--- src/rtl/dmg_timer_pkg.sv ---
// rtl/dmg_timer_pkg.sv - shared register indices, state encoding and TAC decode for dmg_timer
package dmg_timer_pkg;

    localparam logic [1:0] REG_DIV  = 2'd0;
    localparam logic [1:0] REG_TIMA = 2'd1;
    localparam logic [1:0] REG_TMA  = 2'd2;
    localparam logic [1:0] REG_TAC  = 2'd3;

    localparam int WAIT_CLKS = 4;

    typedef enum logic [1:0] {
        IDLE,
        WAIT,
        RELOAD
    } timer_state_t;

    function automatic logic [3:0] tac_bit(input logic [1:0] sel);
        case (sel)
            2'b00:   tac_bit = 4'd9;
            2'b01:   tac_bit = 4'd3;
            2'b10:   tac_bit = 4'd5;
            default: tac_bit = 4'd7;
        endcase
    endfunction

endpackage

--- src/rtl/dmg_timer_div.sv ---
// rtl/dmg_timer_div.sv - free-running divider and TIMA tick edge detector
// TIMER_WRITE_GLITCH_EN lets DIV/TAC writes produce a falling-edge tick.
module dmg_timer_div
    import dmg_timer_pkg::*;
#(
    parameter logic [15:0] DIV_INIT = 16'h0000
) (
    input  logic        clk,
    input  logic        nreset,
    input  logic        div_wr,
    input  logic        tac_wr,
    input  logic [2:0]  tac_next,
    output logic [15:0] div16,
    output logic        tick
);

    logic [15:0] div_next;
    logic        tsig_next;
    logic        prev_tsig;

    // tsig is taken from post-edge divider/TAC so the tick lands on the same edge as the fall
    always_comb begin
        div_next  = div_wr ? 16'h0000 : div16 + 16'h0001;
        tsig_next = tac_next[2] & div_next[tac_bit(tac_next[1:0])];
    end

`ifdef TIMER_WRITE_GLITCH_EN
    logic unused_tac_wr;
    assign unused_tac_wr = tac_wr;
    assign tick = prev_tsig & ~tsig_next;
`else
    assign tick = prev_tsig & ~tsig_next & ~(div_wr | tac_wr);
`endif

    always_ff @(posedge clk or negedge nreset) begin
        if (!nreset) begin
            div16     <= DIV_INIT;
            prev_tsig <= 1'b0;
        end else begin
            div16     <= div_next;
            prev_tsig <= tsig_next;
        end
    end

endmodule

--- src/rtl/dmg_timer.sv ---
// rtl/dmg_timer.sv - DMG timer: DIV/TIMA/TMA/TAC registers, overflow reload and irq
// TIMER_WRITE_GLITCH_EN enables the DIV/TAC write tick quirk in dmg_timer_div.
module dmg_timer
    import dmg_timer_pkg::*;
#(
    parameter int          T_OUT    = 0,
    parameter logic [15:0] DIV_INIT = 16'h0000
) (
    input  logic       clk,
    input  logic       nreset,
    input  logic [1:0] addr,
    input  logic       cs,
    input  logic       wr,
    input  logic [7:0] din,
    output logic [7:0] dout,
    output logic       irq
);

    logic [15:0]  div16;
    logic         tick;
    logic [7:0]   tima;
    logic [7:0]   tma;
    logic [2:0]   tac;
    logic [2:0]   tac_next;
    logic [1:0]   wait_cnt;
    timer_state_t state;

    logic wr_en, div_wr, tima_wr, tma_wr, tac_wr;

    // Output delay is a cell-model annotation only; the netlist is zero-delay.
    logic unused_t_out;
    assign unused_t_out = (T_OUT != 0);

    assign wr_en    = cs & wr;
    assign div_wr   = wr_en & (addr == REG_DIV);
    assign tima_wr  = wr_en & (addr == REG_TIMA);
    assign tma_wr   = wr_en & (addr == REG_TMA);
    assign tac_wr   = wr_en & (addr == REG_TAC);
    assign tac_next = tac_wr ? din[2:0] : tac;

    dmg_timer_div #(
        .DIV_INIT (DIV_INIT)
    ) u_div (
        .clk      (clk),
        .nreset   (nreset),
        .div_wr   (div_wr),
        .tac_wr   (tac_wr),
        .tac_next (tac_next),
        .div16    (div16),
        .tick     (tick)
    );

    always_ff @(posedge clk or negedge nreset) begin
        if (!nreset) begin
            tima     <= 8'h00;
            tma      <= 8'h00;
            tac      <= 3'b000;
            wait_cnt <= 2'd0;
            state    <= IDLE;
            irq      <= 1'b0;
        end else begin
            irq <= 1'b0;
            if (tma_wr) tma <= din;
            if (tac_wr) tac <= din[2:0];
            case (state)
                IDLE: begin
                    if (tima_wr) begin
                        tima <= din;
                    end else if (tick) begin
                        if (tima == 8'hFF) begin
                            tima     <= 8'h00;
                            wait_cnt <= 2'(WAIT_CLKS - 1);
                            state    <= WAIT;
                        end else begin
                            tima <= tima + 8'd1;
                        end
                    end
                end
                WAIT: begin
                    if (tima_wr) begin
                        tima  <= din;
                        state <= IDLE;
                    end else begin
                        if (tick) tima <= tima + 8'd1;
                        if (wait_cnt == 2'd0) begin
                            tima  <= tma_wr ? din : tma;
                            irq   <= 1'b1;
                            state <= RELOAD;
                        end else begin
                            wait_cnt <= wait_cnt - 2'd1;
                        end
                    end
                end
                RELOAD: begin
                    // TIMA writes are swallowed here; a TMA write still lands in TIMA
                    if (tma_wr) tima <= din;
                    state <= IDLE;
                end
                default: state <= IDLE;
            endcase
        end
    end

    always_comb begin
        dout = 8'hFF;
        if (cs) begin
            case (addr)
                REG_DIV:  dout = div16[15:8];
                REG_TIMA: dout = tima;
                REG_TMA:  dout = tma;
                default:  dout = {5'b11111, tac};
            endcase
        end
    end

endmodule
--- config.mk ---
export PLATFORM = sky130hd
export DESIGN_NAME = dmg_timer
export DESIGN_NICKNAME = d
export VERILOG_FILES = /design/src/rtl/dmg_timer_pkg.sv /design/src/rtl/dmg_timer_div.sv /design/src/rtl/dmg_timer.sv
export SDC_FILE = /design/constraint.sdc
export NUM_CORES = 1
export LEC_CHECK = 0
export ABC_AREA = 0
export CORE_MARGIN = 10
export CORE_UTILIZATION = 30
export CTS_BUF_LIST = sky130_fd_sc_hd__clkbuf_16
export DETAILED_ROUTE_END_ITERATION = 16
export MAX_ROUTING_LAYER = met4
export SYNTH_ARGS = -nofsm -noshare
export SYNTH_HDL_FRONTEND = slang
export SYNTH_SLANG_ARGS = --single-unit
--- constraint.sdc ---
create_clock -name clk -period 4.89 [get_ports clk]
set_input_delay 0.7335 -clock clk [delete_from_list [all_inputs] [get_ports clk]]
set_output_delay 0.7335 -clock clk [all_outputs]
set_load 0.005 [all_outputs]
# Word level (Yosys, flattened, before mapping)
# Cells that the tools add are included.
dict set report word_totals {
  out_inout_bits 9
  elab_cells 80
  in_bits 14
  ff_bits 41
}
dict set report classes {
  n_bitwise 11
  n_mux 31
  n_addsub 3
  magnitude_cmp 1
  eq_ne 17
  n_reduce_logical 9
}
# cell n
set ops {}
lappend ops {{2-to-1 mux 8 bit} 9}
lappend ops {{one-hot mux 8 bit (3 select lines)} 2}
lappend ops {{2-to-1 mux 2 bit} 10}
lappend ops {{adder 16 x 1 -> 16 bit, second input constant} 1}
lappend ops {{2-to-1 mux 16 bit} 1}
lappend ops {{inequality test 2 bit, second input constant} 6}
lappend ops {{one-hot mux 4 bit (3 select lines)} 1}
lappend ops {{adder 8 x 1 -> 8 bit, second input constant} 1}
lappend ops {{AND 1 bit} 8}
lappend ops {{equality test 2 bit, second input constant} 4}
lappend ops {{equality test 8 bit, second input constant} 1}
lappend ops {{zero test 2 bit} 4}
lappend ops {{one-hot mux 2 bit (2 select lines)} 2}
lappend ops {{AND reduction 4 bit} 2}
lappend ops {{equality test 2 x 1 -> 1 bit, second input constant} 3}
lappend ops {{inequality test 3 bit, second input constant} 2}
lappend ops {{AND reduction 6 bit} 1}
lappend ops {{< comparator 4 x 5 -> 1 bit, second input constant} 1}
lappend ops {{binary-select mux 1 bit (select 4 bit)} 1}
lappend ops {{2-to-1 mux 1 bit} 4}
lappend ops {{inequality test 4 bit, second input constant} 1}
lappend ops {{2-to-1 mux 3 bit} 1}
lappend ops {{nonzero test 3 bit} 1}
lappend ops {{NOT 1 bit} 2}
lappend ops {{other kinds (3)} 3}

# Longest topological paths before layout
# Gate-level depths: netlist of the first run.
dict set report logic_depth {
  word_depth 15
  ltp_mapped 9
  depth_no_buf 8
}

# By module
# From an unflattened synthesis of the first run, not the netlist that was laid out.
dict set report hier_totals {
  cells_unflattened 303
  area_unflattened_um2 2742.6
}
# module cells_each area_each_um2 seq_area_each_um2 n_inst
set modules_own_cells {}
lappend modules_own_cells {dmg_timer 211 1859.3 600.6 1}
lappend modules_own_cells {dmg_timer_div 92 883.3 425.4 1}

# Worst setup path after synthesis of the first run
# No wires, ideal clock.
dict set report synth_path {
  path_kind {input -> register}
  from {input port addr[1]}
  to {register tima[0]}
  stages 9
  setup_ps 125
  path_buffers 2
  required_ps 4765
  slack_ps 2001
  arrival_time_ps 2764
  path_cell_list {buf_4 -> nand4_4 -> mux2_4 -> mux2_4 -> o221a_2 -> or2_1 -> buf_6 -> a21oi_4 -> mux2_2}
}
dict set report synth_via {
  elab_chain_len 13
  word_cells_on_any_way 31
  cone_classes {eq/ne: 8; mux: 10; bitwise: 10; reduce/logical: 3}
}
# element line_no
set synth_rtl {}
lappend synth_rtl {{start, declared} dmg_timer.sv:11} ;# input logic [1:0] addr,
lappend synth_rtl {{equality test 2 bit *} dmg_timer.sv:38} ;# assign tac_wr = wr_en & (addr == REG_TAC);
lappend synth_rtl {{AND 1 bit *} dmg_timer.sv:38}
lappend synth_rtl {{2-to-1 mux 3 bit *} --}
lappend synth_rtl {{named net tac_next[0]} dmg_timer.sv:24} ;# logic [2:0] tac_next;
lappend synth_rtl {{equality test 2 bit, or another cell as far along} dmg_timer_pkg.sv:18} ;# case (sel)
lappend synth_rtl {{one-hot mux 4 bit (3 select lines) *} dmg_timer_pkg.sv:18}
lappend synth_rtl {{binary-select mux 1 bit (select 4 bit) *} dmg_timer_div.sv:24} ;# tsig_next = tac_next[2] & div_next[tac_bit(tac_next[1:0])];
lappend synth_rtl {{2-to-1 mux 1 bit (not written as such) *} dmg_timer_div.sv:24}
lappend synth_rtl {{AND 1 bit *} dmg_timer_div.sv:24}
lappend synth_rtl {{named net u_div.tsig_next} dmg_timer_div.sv:18} ;# logic tsig_next;
lappend synth_rtl {{NOT 1 bit *} dmg_timer_div.sv:32} ;# assign tick = prev_tsig & ~tsig_next & ~(div_wr | tac_wr);
lappend synth_rtl {{AND 1 bit * (2 in series)} dmg_timer_div.sv:32}
lappend synth_rtl {{inequality test 4 bit (no line) or inequality test 3 bit (tied branches)} --}
lappend synth_rtl {{AND reduction 4 bit (no line) *} --}
lappend synth_rtl {{end signal, assigned} dmg_timer.sv:68} ;# tima <= din;
lappend synth_rtl {{end signal, assigned} dmg_timer.sv:75} ;# tima <= tima + 8'd1;
lappend synth_rtl {{end signal, assigned} dmg_timer.sv:81} ;# tima <= din;
lappend synth_rtl {{end, declared} dmg_timer.sv:21} ;# logic [7:0] tima;
# The timed path passes the listed nets; every way through them passes the cells marked *. The select of a mux whose other input is x is not followed.
# A chain may end at the register's enable or synchronous reset.

# Final worst setup path of the first run
dict set report layout_path {
  from {input port cs}
  to {register tima[7]}
}
dict set report layout_via {
  word_cells_on_any_way 28
  cone_classes {eq/ne: 5; mux: 10; bitwise: 11; reduce/logical: 2}
}
# element line_no
set layout_rtl {}
lappend layout_rtl {{start, declared} dmg_timer.sv:12} ;# input logic cs,
lappend layout_rtl {{AND 1 bit *} dmg_timer.sv:34} ;# assign wr_en = cs & wr;
lappend layout_rtl {{AND 1 bit *} dmg_timer.sv:35} ;# assign div_wr = wr_en & (addr == REG_DIV);
lappend layout_rtl {{2-to-1 mux 16 bit *} dmg_timer_div.sv:23} ;# div_next = div_wr ? 16'h0000 : div16 + 16'h0001;
lappend layout_rtl {{named net u_div.div_next[9]} dmg_timer_div.sv:17} ;# logic [15:0] div_next;
lappend layout_rtl {{binary-select mux 1 bit (select 4 bit) *} dmg_timer_div.sv:24}
lappend layout_rtl {{2-to-1 mux 1 bit (not written as such) *} dmg_timer_div.sv:24}
lappend layout_rtl {{AND 1 bit *} dmg_timer_div.sv:24}
lappend layout_rtl {{NOT 1 bit *} dmg_timer_div.sv:32}
lappend layout_rtl {{AND 1 bit * (2 in series)} dmg_timer_div.sv:32}
lappend layout_rtl {{inequality test 4 bit (no line) or inequality test 3 bit (tied branches)} --}
lappend layout_rtl {{AND reduction 4 bit (no line) *} --}
# Marked as above.

==> impl_metrics.prom, run 1 <==
# TYPE chip_impl_metric gauge
chip_impl_metric{name="async_flop_share",unit="%"} 100.0
chip_impl_metric{name="die_h",unit="µm"} 115.9
chip_impl_metric{name="avgSynthCellArea",unit="µm²"} 9.250
chip_impl_info{name="family_with_the_most_delay_on_the_worst_path",value="simple AND/OR/NAND/NOR gates"} 1
chip_impl_metric{name="critical-path-max-stage-delay",unit="ps"} 800
chip_impl_metric{name="dp_hpwl",unit="µm"} 5290
chip_impl_info{name="timing_worst_setup_path_type",value="in -> reg"} 1
chip_impl_metric{name="regArea",unit="µm²"} 1026
chip_impl_metric{name="setup_violations",unit=""} 0
chip_impl_metric{name="first_drt_pass_iteration_count",unit=""} 4
chip_impl_metric{name="postSynthNetCount",unit=""} 319
chip_impl_info{name="synth-main-ff-cell",value="sky130_fd_sc_hd__dfrtp_1"} 1
chip_impl_metric{name="cp.arrival",unit="ps"} 3720
chip_impl_metric{name="grt_max_degree",unit=""} 42
chip_impl_metric{name="total_wirelength_of_the_detailed_routed_design",unit="µm"} 7151
chip_impl_metric{name="totalNegativeSetupSlack",unit="ps"} 0
chip_impl_metric{name="worstMarginPinSlew",unit="ps"} 949.9
chip_impl_metric{name="clkSinkCount",unit=""} 41
chip_impl_metric{name="num_io_pins",unit=""} 23
chip_impl_metric{name="post-route-min-period",unit="ps"} 3554
chip_impl_metric{name="drv_cap",unit=""} 0
chip_impl_metric{name="via_count_of_the_first_global_routing_pass",unit=""} 2308
chip_impl_info{name="cell_types_with_the_largest_area_share_after_synthesis",value="sky130_fd_sc_hd__dfrtp_1 37%, sky130_fd_sc_hd__mux2_2 8.6%, sky130_fd_sc_hd__nor2_1 4.4%"} 1
chip_impl_metric{name="ir_drop",unit="µV"} 139.0
chip_impl_metric{name="comb_power_share",unit="%"} 30.8
chip_impl_info{name="worst_setup_path_start_kind",value="primary input"} 1
chip_impl_info{name="path_cells",value="clkdlybuf4s50_1, nand2_1, nor3_2, a21oi_1, o2111a_1, or2_1, a21oi_4, mux2_2"} 1
chip_impl_metric{name="port_buffers",unit=""} 22
chip_impl_metric{name="power_density",unit="nW/µm²"} 404.1
chip_impl_metric{name="layout.filler_cells",unit=""} 888
chip_impl_metric{name="effective_utilization_at_floorplan",unit="%"} 31.15
chip_impl_metric{name="fin_crit_sh",unit="%"} 72.67
chip_impl_metric{name="timing.fmax",unit="MHz"} 281.4
chip_impl_info{name="status",value="completed"} 1
chip_impl_metric{name="p_sw",unit="µW"} 431.7
chip_impl_metric{name="path_max_fanout",unit=""} 14
chip_impl_metric{name="clock-skew-final",unit="ps"} 5.762
chip_impl_metric{name="row_count",unit=""} 34
chip_impl_metric{name="cts_max_level",unit=""} 2
chip_impl_metric{name="cts_setup_buffers",unit=""} 0
chip_impl_metric{name="crit_buf_inv",unit=""} 1
chip_impl_info{name="worst_setup_path_end_kind",value="flip-flop"} 1
chip_impl_metric{name="yosys.area.top_type_share",unit="%"} 37.22
chip_impl_metric{name="holdBufCountCts",unit=""} 0
chip_impl_metric{name="timing.hold.worst_path_depth",unit=""} 1
chip_impl_metric{name="sw_frac_of_total",unit="%"} 33.04
chip_impl_metric{name="synth_edf_count",unit=""} 0
chip_impl_info{name="setup_repair_after_global_routing_missed_its_margin",value="no"} 1
chip_impl_metric{name="mappedNetlistArea",unit="µm²"} 2756
chip_impl_info{name="tritoncts",value="yes"} 1
chip_impl_metric{name="post_cts_resized",unit=""} 0
chip_impl_metric{name="finalHoldViolCount",unit=""} 0
chip_impl_metric{name="vias",unit=""} 2347
chip_impl_metric{name="global_route.usage.total",unit="%"} 11.46
chip_impl_metric{name="drtIter0Drc",unit=""} 180
chip_impl_metric{name="final_standard_cell_count_with_taps_included_and_fillers_excluded",unit=""} 424
chip_impl_metric{name="area_of_combinational_cells_with_multiple_inputs",unit="µm²"} 1618
chip_impl_metric{name="antenna-diode-count",unit=""} 0
chip_impl_metric{name="synth_cells",unit=""} 298
chip_impl_metric{name="overflow",unit=""} 0
chip_impl_metric{name="total_leakage_power",unit="µW"} 0.001281
chip_impl_info{name="synth_top_area_cell",value="sky130_fd_sc_hd__dfrtp_1"} 1
chip_impl_metric{name="power_frac_clock",unit="%"} 29.1
chip_impl_metric{name="dp.cells",unit=""} 416
chip_impl_metric{name="path_clk_slew",unit="ps"} 60
chip_impl_metric{name="seq_power_share",unit="%"} 40.1
chip_impl_metric{name="synth-warning-count",unit=""} 0
chip_impl_metric{name="worst_skew_pair.late_latency",unit="ps"} 290
chip_impl_metric{name="layout-area-overhead-vs-synth",unit="%"} 17.29
chip_impl_metric{name="global_route_wire_length_before_repair",unit="µm"} 12030
chip_impl_info{name="cell_with_the_biggest_individual_delay_on_the_critical_path",value="sky130_fd_sc_hd__clkdlybuf4s50_1"} 1
chip_impl_metric{name="initial_antenna_violation_count",unit=""} 0
chip_impl_metric{name="power_internal",unit="µW"} 874.9
chip_impl_metric{name="clk_path_buf_depth",unit=""} 2
chip_impl_metric{name="vias_cell",unit=""} 5.535
chip_impl_metric{name="critical_path_depth",unit=""} 8
chip_impl_metric{name="synth_seq_cells",unit=""} 41
chip_impl_info{name="cts_root_buffer",value="sky130_fd_sc_hd__clkbuf_16"} 1
chip_impl_metric{name="tritoncts.num_buffers",unit=""} 5
chip_impl_metric{name="routed_wire_length_per_instance",unit="µm"} 16.87
chip_impl_metric{name="timing.final.max_slew_violations",unit=""} 0
chip_impl_metric{name="full_die_area",unit="µm²"} 13420
chip_impl_metric{name="antenna_left",unit=""} 0
chip_impl_metric{name="post_route_cells_drive_above_1_share",unit="%"} 13.61
chip_impl_metric{name="die_w",unit="µm"} 115.9
chip_impl_metric{name="rr_worst_depth",unit=""} 7
chip_impl_metric{name="cp_required",unit="ps"} 5060
chip_impl_info{name="mostFrequentLayoutCells",value="41 x sky130_fd_sc_hd__dfrtp_1, 32 x sky130_fd_sc_hd__nor2_1, 25 x sky130_fd_sc_hd__nand2_1"} 1
chip_impl_metric{name="route.detailed.drc",unit=""} 0
chip_impl_metric{name="synth.lib_cells_used.distinct",unit=""} 60
chip_impl_info{name="most_frequent_standard_cell_in_the_layout_excluding_fill_and_tap_cells",value="sky130_fd_sc_hd__dfrtp_1"} 1
chip_impl_metric{name="core",unit="µm²"} 8848
chip_impl_metric{name="place_congestion",unit=""} 0.8469
chip_impl_metric{name="slew-limit-headroom",unit="%"} 36.67
chip_impl_info{name="worstHoldPathType",value="reg -> reg"} 1
chip_impl_metric{name="nets",unit=""} 336
chip_impl_metric{name="seq_area_frac_synth",unit="%"} 37.22
[stage by stage]
step / power (µW) / utilization (%) / hold WS, ps / worst slack, ps / area (µm²)
final: 1307 / 36.54 / 505.4 / 1336 / 3233
after global placement: 923.2 / 34.60 / 478.2 / 1156 / 3062
after floorplan: 799.8 / - / 437.9 / 2001 / 2756
after global routing: 1397 / 36.54 / 523.4 / 1117 / 3233
after detailed placement: 929.0 / 34.60 / 497.6 / 1078 / 3062
after CTS: 1314 / 36.54 / 506.7 / 1367 / 3233
[layer usage]
layer  GRT usage (%)  part of all wire [%]
met2           16.76                    45
met5               -                     0
met3           1.964                   5.3
met4           4.754                   1.9
met1           15.29                    47
[worst paths after layout]
kind / slack, ps / endpoint / startpoint
min reg2reg: 510 / u_div.div16[0]$_DFF_PN0_ / u_div.div16[0]$_DFF_PN0_
max in group asynchronous: 3700 / tima[1]$_DFFE_PN0P_ / nreset
max: 1340 / tima[7]$_DFFE_PN0P_ / cs
min in group asynchronous: 600 / u_div.div16[2]$_DFF_PN0_ / nreset
max reg2reg: 2240 / wait_cnt[0]$_DFFE_PN0P_ / tima[0]$_DFFE_PN0P_
min: 510 / u_div.div16[0]$_DFF_PN0_ / u_div.div16[0]$_DFF_PN0_
[area by class of cell]
cell class / instances / share of cell area (%)
Timing Repair Buffer: 25 / 7.353
Tap cell: 108 / 4.180
Sequential cell: 41 / 31.73
Multi-Input combinational cell: 230 / 50.04
Clock buffer: 5 / 3.870
Clock inverter: 3 / 1.432
Inverter: 12 / 1.393
[sequential cells by signal (all words and copies together) (netlist names)]
signal           flops
tac                  3
u_div.div16         16
state                2
tma                  8
u_div.prev_tsig      1
tima                 8
wait_cnt             2
irq                  1
[cell families (layout without fill, tap and decap cells)]
group	count (synthesis)	after routing	synth area share (%)
compound gates	75	75	18.43
simple gates	101	101	18.20
mux	28	28	12.85
fa+ha+maj	7	7	3.177
xor+xnor	19	19	6.037
flops	41	41	37.22
buf+inv	27	45	4.085
[power by group through the flow]
stage,Sequential (µW),Clock (µW),Combinational [µW]
after global routing,539,404,455
final,524,380,402
after global placement,530,0,393
after floorplan,491,0,308
after detailed placement,529,0,400
after CTS,523,388,403
[synthesized netlist by cell type, types with 2 or more instances]
| master | number |
|---|---|
| sky130_fd_sc_hd__a211oi_1 | 3 |
| sky130_fd_sc_hd__a21boi_0 | 2 |
| sky130_fd_sc_hd__a21oi_1 | 16 |
| sky130_fd_sc_hd__a31oi_1 | 2 |
| sky130_fd_sc_hd__and4_1 | 3 |
| sky130_fd_sc_hd__buf_1 | 2 |
| sky130_fd_sc_hd__clkbuf_1 | 11 |
| sky130_fd_sc_hd__dfrtp_1 | 41 |
| sky130_fd_sc_hd__ha_1 | 7 |
| sky130_fd_sc_hd__inv_1 | 11 |
| sky130_fd_sc_hd__mux2_2 | 21 |
| sky130_fd_sc_hd__mux2_4 | 2 |
| sky130_fd_sc_hd__mux2i_1 | 2 |
| sky130_fd_sc_hd__mux4_2 | 3 |
| sky130_fd_sc_hd__nand2_1 | 25 |
| sky130_fd_sc_hd__nand2b_1 | 5 |
| sky130_fd_sc_hd__nand3_1 | 13 |
| sky130_fd_sc_hd__nand4_1 | 4 |
| sky130_fd_sc_hd__nand4b_1 | 2 |
| sky130_fd_sc_hd__nor2_1 | 32 |
| sky130_fd_sc_hd__nor2b_1 | 5 |
| sky130_fd_sc_hd__nor3_1 | 3 |
| sky130_fd_sc_hd__o211ai_1 | 3 |
| sky130_fd_sc_hd__o21a_1 | 2 |
| sky130_fd_sc_hd__o21ai_0 | 18 |
| sky130_fd_sc_hd__o221ai_1 | 2 |
| sky130_fd_sc_hd__o22ai_1 | 5 |
| sky130_fd_sc_hd__o31ai_1 | 4 |
| sky130_fd_sc_hd__xnor2_1 | 9 |
| sky130_fd_sc_hd__xor2_1 | 10 |
Note: power is estimated with default switching activity, not from simulation.
==> run 2, diff against run 1 <==
==> constraint.sdc (replaced) <==
create_clock -name clk -period 3.15 [get_ports clk]
set_input_delay 0.4725 -clock clk [delete_from_list [all_inputs] [get_ports clk]]
set_output_delay 0.4725 -clock clk [all_outputs]
set_load 0.005 [all_outputs]
==> run 2 against run 1 <==
Effect of this change: die area did not move; sequential power up 56%; wire length down 0.53%; combinational power up 58%; critical path depth shrank 3; clock power rose by 55%; final cell count is 3.3% higher; non-clock buffer count up 14; sequential share of layout area down 1.0 points; critical endpoint is now dout[0]; largest power group unchanged.
==> impl_metrics.prom, run 2 (synthesis results as in run 1) <==
# TYPE chip_impl_metric gauge
chip_impl_info{name="status",value="completed"} 1
chip_impl_metric{name="layout.filler_cells",unit=""} 904
chip_impl_metric{name="layout-area-overhead-vs-synth",unit="%"} 21.11
chip_impl_metric{name="power_frac_clock",unit="%"} 28.8
chip_impl_info{name="most_frequent_standard_cell_in_the_layout_excluding_fill_and_tap_cells",value="sky130_fd_sc_hd__dfrtp_1"} 1
chip_impl_metric{name="cp_required",unit="ps"} 2680
chip_impl_metric{name="seq_power_share",unit="%"} 40.0
chip_impl_metric{name="setup_violations",unit=""} 0
chip_impl_metric{name="initial_antenna_violation_count",unit=""} 0
chip_impl_info{name="top_regs",value="u_div.div16: 16 flops, tima: 8 flops, tma: 8 flops"} 1
chip_impl_metric{name="path_max_fanout",unit=""} 17
chip_impl_info{name="worstHoldPathType",value="in -> async"} 1
chip_impl_info{name="tritoncts",value="yes"} 1
chip_impl_metric{name="nets",unit=""} 350
chip_impl_metric{name="worstMarginPinSlew",unit="ps"} 917.3
chip_impl_metric{name="area_of_combinational_cells_with_multiple_inputs",unit="µm²"} 1618
chip_impl_info{name="mostFrequentLayoutCells",value="41 x sky130_fd_sc_hd__dfrtp_1, 32 x sky130_fd_sc_hd__nor2_1, 25 x sky130_fd_sc_hd__nand2_1"} 1
chip_impl_metric{name="drtIter0Drc",unit=""} 143
chip_impl_metric{name="cp.arrival",unit="ps"} 2390
chip_impl_metric{name="antenna_left",unit=""} 0
chip_impl_metric{name="post_route_cells_drive_above_1_share",unit="%"} 17.27
chip_impl_metric{name="dp_hpwl",unit="µm"} 5361
chip_impl_metric{name="path_clk_slew",unit="ps"} 60
chip_impl_metric{name="routed_wire_length_per_instance",unit="µm"} 16.24
chip_impl_metric{name="post_cts_resized",unit=""} 0
chip_impl_metric{name="grt_max_degree",unit=""} 42
chip_impl_metric{name="antenna-diode-count",unit=""} 0
chip_impl_metric{name="power_internal",unit="µW"} 1374
chip_impl_metric{name="total_wirelength_of_the_detailed_routed_design",unit="µm"} 7113
chip_impl_metric{name="worst_hold_slack",unit="ps"} 320.0
chip_impl_metric{name="power_density",unit="nW/µm²"} 612.0
chip_impl_metric{name="clkSinkCount",unit=""} 41
chip_impl_metric{name="die_h",unit="µm"} 115.9
chip_impl_info{name="worst_setup_path_start_kind",value="primary input"} 1
chip_impl_metric{name="drv_cap",unit=""} 0
chip_impl_metric{name="cts_max_level",unit=""} 2
chip_impl_metric{name="place_congestion",unit=""} 0.8741
chip_impl_metric{name="vias_cell",unit=""} 5.400
chip_impl_metric{name="global_route_wire_length_before_repair",unit="µm"} 11760
chip_impl_metric{name="postLayoutCoreUtil",unit="%"} 37.73
chip_impl_metric{name="die_w",unit="µm"} 115.9
chip_impl_metric{name="port_buffers",unit=""} 22
chip_impl_metric{name="fin_crit_sh",unit="%"} 90.95
chip_impl_metric{name="totalNegativeSetupSlack",unit="ps"} 0
chip_impl_metric{name="timing.final.max_slew_violations",unit=""} 0
chip_impl_metric{name="effective_utilization_at_floorplan",unit="%"} 31.15
chip_impl_metric{name="total_leakage_power",unit="µW"} 0.001348
chip_impl_info{name="cts_root_buffer",value="sky130_fd_sc_hd__clkbuf_16"} 1
chip_impl_metric{name="slew-limit-headroom",unit="%"} 38.84
chip_impl_metric{name="route.detailed.drc",unit=""} 0
chip_impl_info{name="timing_worst_setup_path_type",value="in -> out"} 1
chip_impl_metric{name="clk_path_buf_depth",unit=""} 2
chip_impl_info{name="worst_setup_path_end_kind",value="output pin"} 1
chip_impl_metric{name="tritoncts.num_buffers",unit=""} 5
chip_impl_metric{name="worst_skew_pair.late_latency",unit="ps"} 280
chip_impl_info{name="setup_repair_after_global_routing_missed_its_margin",value="no"} 1
chip_impl_metric{name="finalHoldViolCount",unit=""} 0
chip_impl_metric{name="overflow",unit=""} 0
chip_impl_metric{name="largest_register_ffs",unit=""} 16
chip_impl_metric{name="core",unit="µm²"} 8848
chip_impl_metric{name="ir_drop",unit="µV"} 216.5
chip_impl_metric{name="first_drt_pass_iteration_count",unit=""} 5
chip_impl_metric{name="p_sw",unit="µW"} 669.2
chip_impl_metric{name="vias",unit=""} 2365
chip_impl_metric{name="row_count",unit=""} 34
chip_impl_metric{name="num_io_pins",unit=""} 23
chip_impl_metric{name="design_power_total",unit="µW"} 2043
chip_impl_metric{name="holdBufCountCts",unit=""} 0
chip_impl_metric{name="full_die_area",unit="µm²"} 13420
chip_impl_metric{name="post-route-min-period",unit="ps"} 2865
chip_impl_metric{name="global_route.usage.total",unit="%"} 11.32
chip_impl_metric{name="sw_frac_of_total",unit="%"} 32.76
chip_impl_info{name="regMostFlops",value="u_div.div16"} 1
chip_impl_metric{name="via_count_of_the_first_global_routing_pass",unit=""} 2359
chip_impl_metric{name="regArea",unit="µm²"} 1026
chip_impl_metric{name="comb_power_share",unit="%"} 31.2
chip_impl_metric{name="timing.fmax",unit="MHz"} 349.0
chip_impl_metric{name="cts_setup_buffers",unit=""} 0
chip_impl_metric{name="clock-skew-final",unit="ps"} 7.842
-- run 2: changes by cell type in the layout (fill, tap and decap cells not counted), sizes merged --
cell	change
buf	+14
-- run 2: power groups by stage --
stage	registers [µW]	clock network, µW	logic (µW)
5_1_grt	837	628	710
4_1_cts	817	606	641
3_3_place_gp	821	0	625
2_1_floorplan	763	0	479
6_report	817	588	637
3_5_place_dp	825	0	638
-- run 2: worst max-delay path: stages --
cell                              delay [ps]
sky130_fd_sc_hd__clkdlybuf4s50_1         530
sky130_fd_sc_hd__buf_4                   260
sky130_fd_sc_hd__mux4_2                  520
sky130_fd_sc_hd__nand2b_1                160
sky130_fd_sc_hd__clkdlybuf4s50_1         460
-- run 2: metrics by stage --
step | area, µm² | setup WS, ps | std cells
6_report | 3338 | 285.1 | 438
5_1_grt | 3338 | 184.1 | 438
4_1_cts | 3338 | 261.7 | 438
3_5_place_dp | 3167 | 13.50 | 430
3_3_place_gp | 3167 | 46.80 | 430
2_1_floorplan | 2756 | 521.9 | 298
-- run 2: path summary, 6_finish.rpt --
path / startpoint / end / slack (ps) / depth (start not counted)
setup / recovery: addr[1] / dout[0] / 290 / 5
hold reg to reg: u_div.div16[0]$_DFF_PN0_ / u_div.div16[0]$_DFF_PN0_ / 490 / 1
hold / removal: nreset / u_div.div16[0]$_DFF_PN0_ / 320 / 1
setup reg to reg: u_div.div16[2]$_DFF_PN0_ / tima[2]$_DFFE_PN0P_ / 670 / 7
max in group asynchronous: nreset / u_div.div16[15]$_DFF_PN0_ / 2260 / 1
min in group clk: u_div.div16[0]$_DFF_PN0_ / u_div.div16[0]$_DFF_PN0_ / 490 / 1
-- run 2: layout make-up --
cell class	instances	share of cell area (%)
clock buffer	5	3.748
clock inverter	3	1.387
multi-input combinational	230	48.46
inverter	12	1.349
sequential	41	30.73
tap	108	4.048
timing repair buffer	39	10.27
-- run 2: routing by layer --
layer	routed length (µm)	part of all wire, %	global-route usage, %	vias to the layer above
li1	-	-	-	1150
met3	370	5.2	2.067	10
met2	3294	46	17.90	73
met4	132	1.9	4.837	0
met1	3315	47	13.88	1132
met5	0	0	-	-
==> run 3, diff against run 2 <==
==> constraint.sdc (replaced) <==
create_clock -name clk -period 3.15 [get_ports clk]
set_input_delay 0.4725 -clock clk [delete_from_list [all_inputs] [get_ports clk]]
set_output_delay 0.4725 -clock clk [all_outputs]
set_load 0.1 [all_outputs]
==> run 3 against run 2 <==
Effect of this change: maximum frequency increased by 1.1%; largest power group unchanged; combinational power increased by 25%; hold slack improved by 19 ps; critical path depth increased by 3; wire length increased by 3.2%; total power increased by 8.1%; non-clock buffer count unchanged.
==> impl_metrics.prom, run 3 (synthesis results as in run 1) <==
# TYPE chip_impl_metric gauge
chip_impl_info{name="status",value="completed"} 1
chip_impl_info{name="tritoncts",value="yes"} 1
chip_impl_metric{name="nets",unit=""} 350
chip_impl_info{name="worstHoldPathType",value="in -> async"} 1
chip_impl_metric{name="post_cts_resized",unit=""} 0
chip_impl_info{name="r2r_end",value="tima[6]$_DFFE_PN0P_"} 1
chip_impl_metric{name="worst_hold_slack",unit="ps"} 339.4
chip_impl_metric{name="finish.instance_area",unit="µm²"} 3416
chip_impl_metric{name="ir_drop",unit="µV"} 250.8
chip_impl_metric{name="routed_wire_length_per_instance",unit="µm"} 16.75
chip_impl_metric{name="fin_crit_sh",unit="%"} 89.97
chip_impl_metric{name="overflow",unit=""} 0
chip_impl_metric{name="placement.cell_area",unit="µm²"} 3244
chip_impl_metric{name="die_h",unit="µm"} 115.9
chip_impl_metric{name="critical-path-max-stage-delay",unit="ps"} 530
chip_impl_info{name="cts_root_buffer",value="sky130_fd_sc_hd__clkbuf_16"} 1
chip_impl_metric{name="cts_setup_buffers",unit=""} 0
chip_impl_metric{name="power_density",unit="nW/µm²"} 646.7
chip_impl_metric{name="worst_slack",unit="ps"} 316.0
chip_impl_metric{name="num_io_pins",unit=""} 23
chip_impl_info{name="path_cells",value="clkdlybuf4s50_1, nand4_4, mux2_4, mux2_4, o221a_2, or2_1, a21oi_4, mux2_2"} 1
chip_impl_metric{name="regArea",unit="µm²"} 1026
chip_impl_metric{name="global_route_wire_length_before_repair",unit="µm"} 12030
chip_impl_info{name="path_common_cell",value="sky130_fd_sc_hd__mux2_4"} 1
chip_impl_metric{name="full_die_area",unit="µm²"} 13420
chip_impl_metric{name="area_of_combinational_cells_with_multiple_inputs",unit="µm²"} 1618
chip_impl_metric{name="path_max_fanout",unit=""} 8
chip_impl_metric{name="port_buffers",unit=""} 22
chip_impl_info{name="critical_path.reg2reg.startpoint",value="u_div.div16[2]$_DFF_PN0_"} 1
chip_impl_metric{name="r2r_slack",unit="ps"} 630
chip_impl_metric{name="cp.arrival",unit="ps"} 3000
chip_impl_metric{name="layout.filler_cells",unit=""} 898
chip_impl_metric{name="antenna-diode-count",unit=""} 0
chip_impl_metric{name="initial_antenna_violation_count",unit=""} 0
chip_impl_metric{name="path_clk_slew",unit="ps"} 70
chip_impl_metric{name="clock-skew-final",unit="ps"} 7.999
chip_impl_metric{name="grt_max_degree",unit=""} 42
chip_impl_metric{name="effective_utilization_at_floorplan",unit="%"} 31.15
chip_impl_metric{name="place_congestion",unit=""} 0.8515
chip_impl_metric{name="worst_skew_pair.late_latency",unit="ps"} 290
chip_impl_metric{name="rr_worst_depth",unit=""} 7
chip_impl_metric{name="die_w",unit="µm"} 115.9
chip_impl_metric{name="worstMarginPinSlew",unit="ps"} 980.7
chip_impl_metric{name="core",unit="µm²"} 8848
chip_impl_metric{name="total_wirelength_of_the_detailed_routed_design",unit="µm"} 7338
chip_impl_info{name="worst_setup_path_end_kind",value="flip-flop"} 1
chip_impl_metric{name="layout-area-overhead-vs-synth",unit="%"} 23.92
chip_impl_info{name="worst_setup_path_start_kind",value="primary input"} 1
chip_impl_metric{name="total_leakage_power",unit="µW"} 0.001396
chip_impl_info{name="cell_with_the_biggest_individual_delay_on_the_critical_path",value="sky130_fd_sc_hd__clkdlybuf4s50_1"} 1
chip_impl_metric{name="totalNegativeSetupSlack",unit="ps"} 0
chip_impl_metric{name="vias",unit=""} 2385
chip_impl_info{name="regMostFlops",value="u_div.div16"} 1
chip_impl_metric{name="clk_path_buf_depth",unit=""} 2
chip_impl_metric{name="clkSinkCount",unit=""} 41
chip_impl_info{name="timing_worst_setup_path_type",value="in -> reg"} 1
chip_impl_metric{name="largest_register_ffs",unit=""} 16
chip_impl_metric{name="drv_cap",unit=""} 0
chip_impl_metric{name="timing.final.max_slew_violations",unit=""} 0
chip_impl_metric{name="slew-limit-headroom",unit="%"} 34.62
chip_impl_metric{name="post-route-min-period",unit="ps"} 2834
chip_impl_metric{name="dp_hpwl",unit="µm"} 5350
chip_impl_metric{name="antenna_left",unit=""} 0
chip_impl_metric{name="first_drt_pass_iteration_count",unit=""} 4
chip_impl_metric{name="holdBufCountCts",unit=""} 0
chip_impl_metric{name="finalHoldViolCount",unit=""} 0
chip_impl_metric{name="vias_cell",unit=""} 5.445
chip_impl_metric{name="route.detailed.drc",unit=""} 0
chip_impl_metric{name="cts_max_level",unit=""} 2
chip_impl_info{name="top_regs",value="u_div.div16: 16 flops, tima: 8 flops, tma: 8 flops"} 1
chip_impl_metric{name="via_count_of_the_first_global_routing_pass",unit=""} 2349
chip_impl_metric{name="row_count",unit=""} 34
chip_impl_metric{name="global_route.usage.total",unit="%"} 11.61
chip_impl_info{name="mostFrequentLayoutCells",value="41 x sky130_fd_sc_hd__dfrtp_1, 32 x sky130_fd_sc_hd__nor2_1, 25 x sky130_fd_sc_hd__nand2_1"} 1
chip_impl_metric{name="timing.fmax",unit="MHz"} 352.9
chip_impl_metric{name="drtIter0Drc",unit=""} 133
chip_impl_metric{name="setup_violations",unit=""} 0
chip_impl_metric{name="tritoncts.num_buffers",unit=""} 5
chip_impl_info{name="setup_repair_after_global_routing_missed_its_margin",value="no"} 1
chip_impl_metric{name="post_route_cells_drive_above_1_share",unit="%"} 20.00
chip_impl_metric{name="postLayoutCoreUtil",unit="%"} 38.60
chip_impl_metric{name="detailedPlace.worstSlack",unit="ps"} 29.18
chip_impl_metric{name="cp_required",unit="ps"} 3320
chip_impl_info{name="most_frequent_standard_cell_in_the_layout_excluding_fill_and_tap_cells",value="sky130_fd_sc_hd__dfrtp_1"} 1
[run 3: final cells by class]
class / count / area share (%)
multi-input combinational: 230 / 47.36
inverter: 12 / 1.319
timing repair buffer: 39 / 12.31
sequential: 41 / 30.04
clock inverter: 3 / 1.355
clock buffer: 5 / 3.663
tap: 108 / 3.956
[run 3: stage by stage]
stage	instances	power, µW
after floorplan	298	1355
after global placement	430	1603
after detailed placement	430	1617
after CTS	438	2224
after global routing	438	2348
final	438	2209
[run 3: worst max-delay path: cells and delay by family]
kind	cells	cell delay (ps)
and+or+nand+nor	2	430
muxes	3	1020
buffers and inverters	1	530
AOI/OAI and AO/OA	2	540
[run 3: routing by layer]
metal  part of all wire [%]  global-route usage [%]
met3                    4.4                   2.481
met2                     48                   18.13
met5                      0                       -
met1                     46                   14.61
met4                    1.6                   3.920
[run 3: how the worst max path moves through the flow]
stage,from,end,slack (ps),cells past startpoint
6_report,addr[1],tima[6]$_DFFE_PN0P_,320,8
5_1_grt,addr[1],tima[6]$_DFFE_PN0P_,210,8
4_1_cts,addr[1],tima[6]$_DFFE_PN0P_,320,8
3_5_place_dp,addr[1],tima[7]$_DFFE_PN0P_,30,8
3_3_place_gp,addr[0],tima[3]$_DFFE_PN0P_,40,8
2_1_floorplan,addr[1],tima[0]$_DFFE_PN0P_,520,9
[run 3: power by group]
group | switching, µW | total [µW] | leakage [µW] | internal (µW)
Clock | 219 | 594 | 0.0000800 | 375
Combinational | 417 | 798 | 0.000794 | 380
Sequential | 165 | 817 | 0.000522 | 652
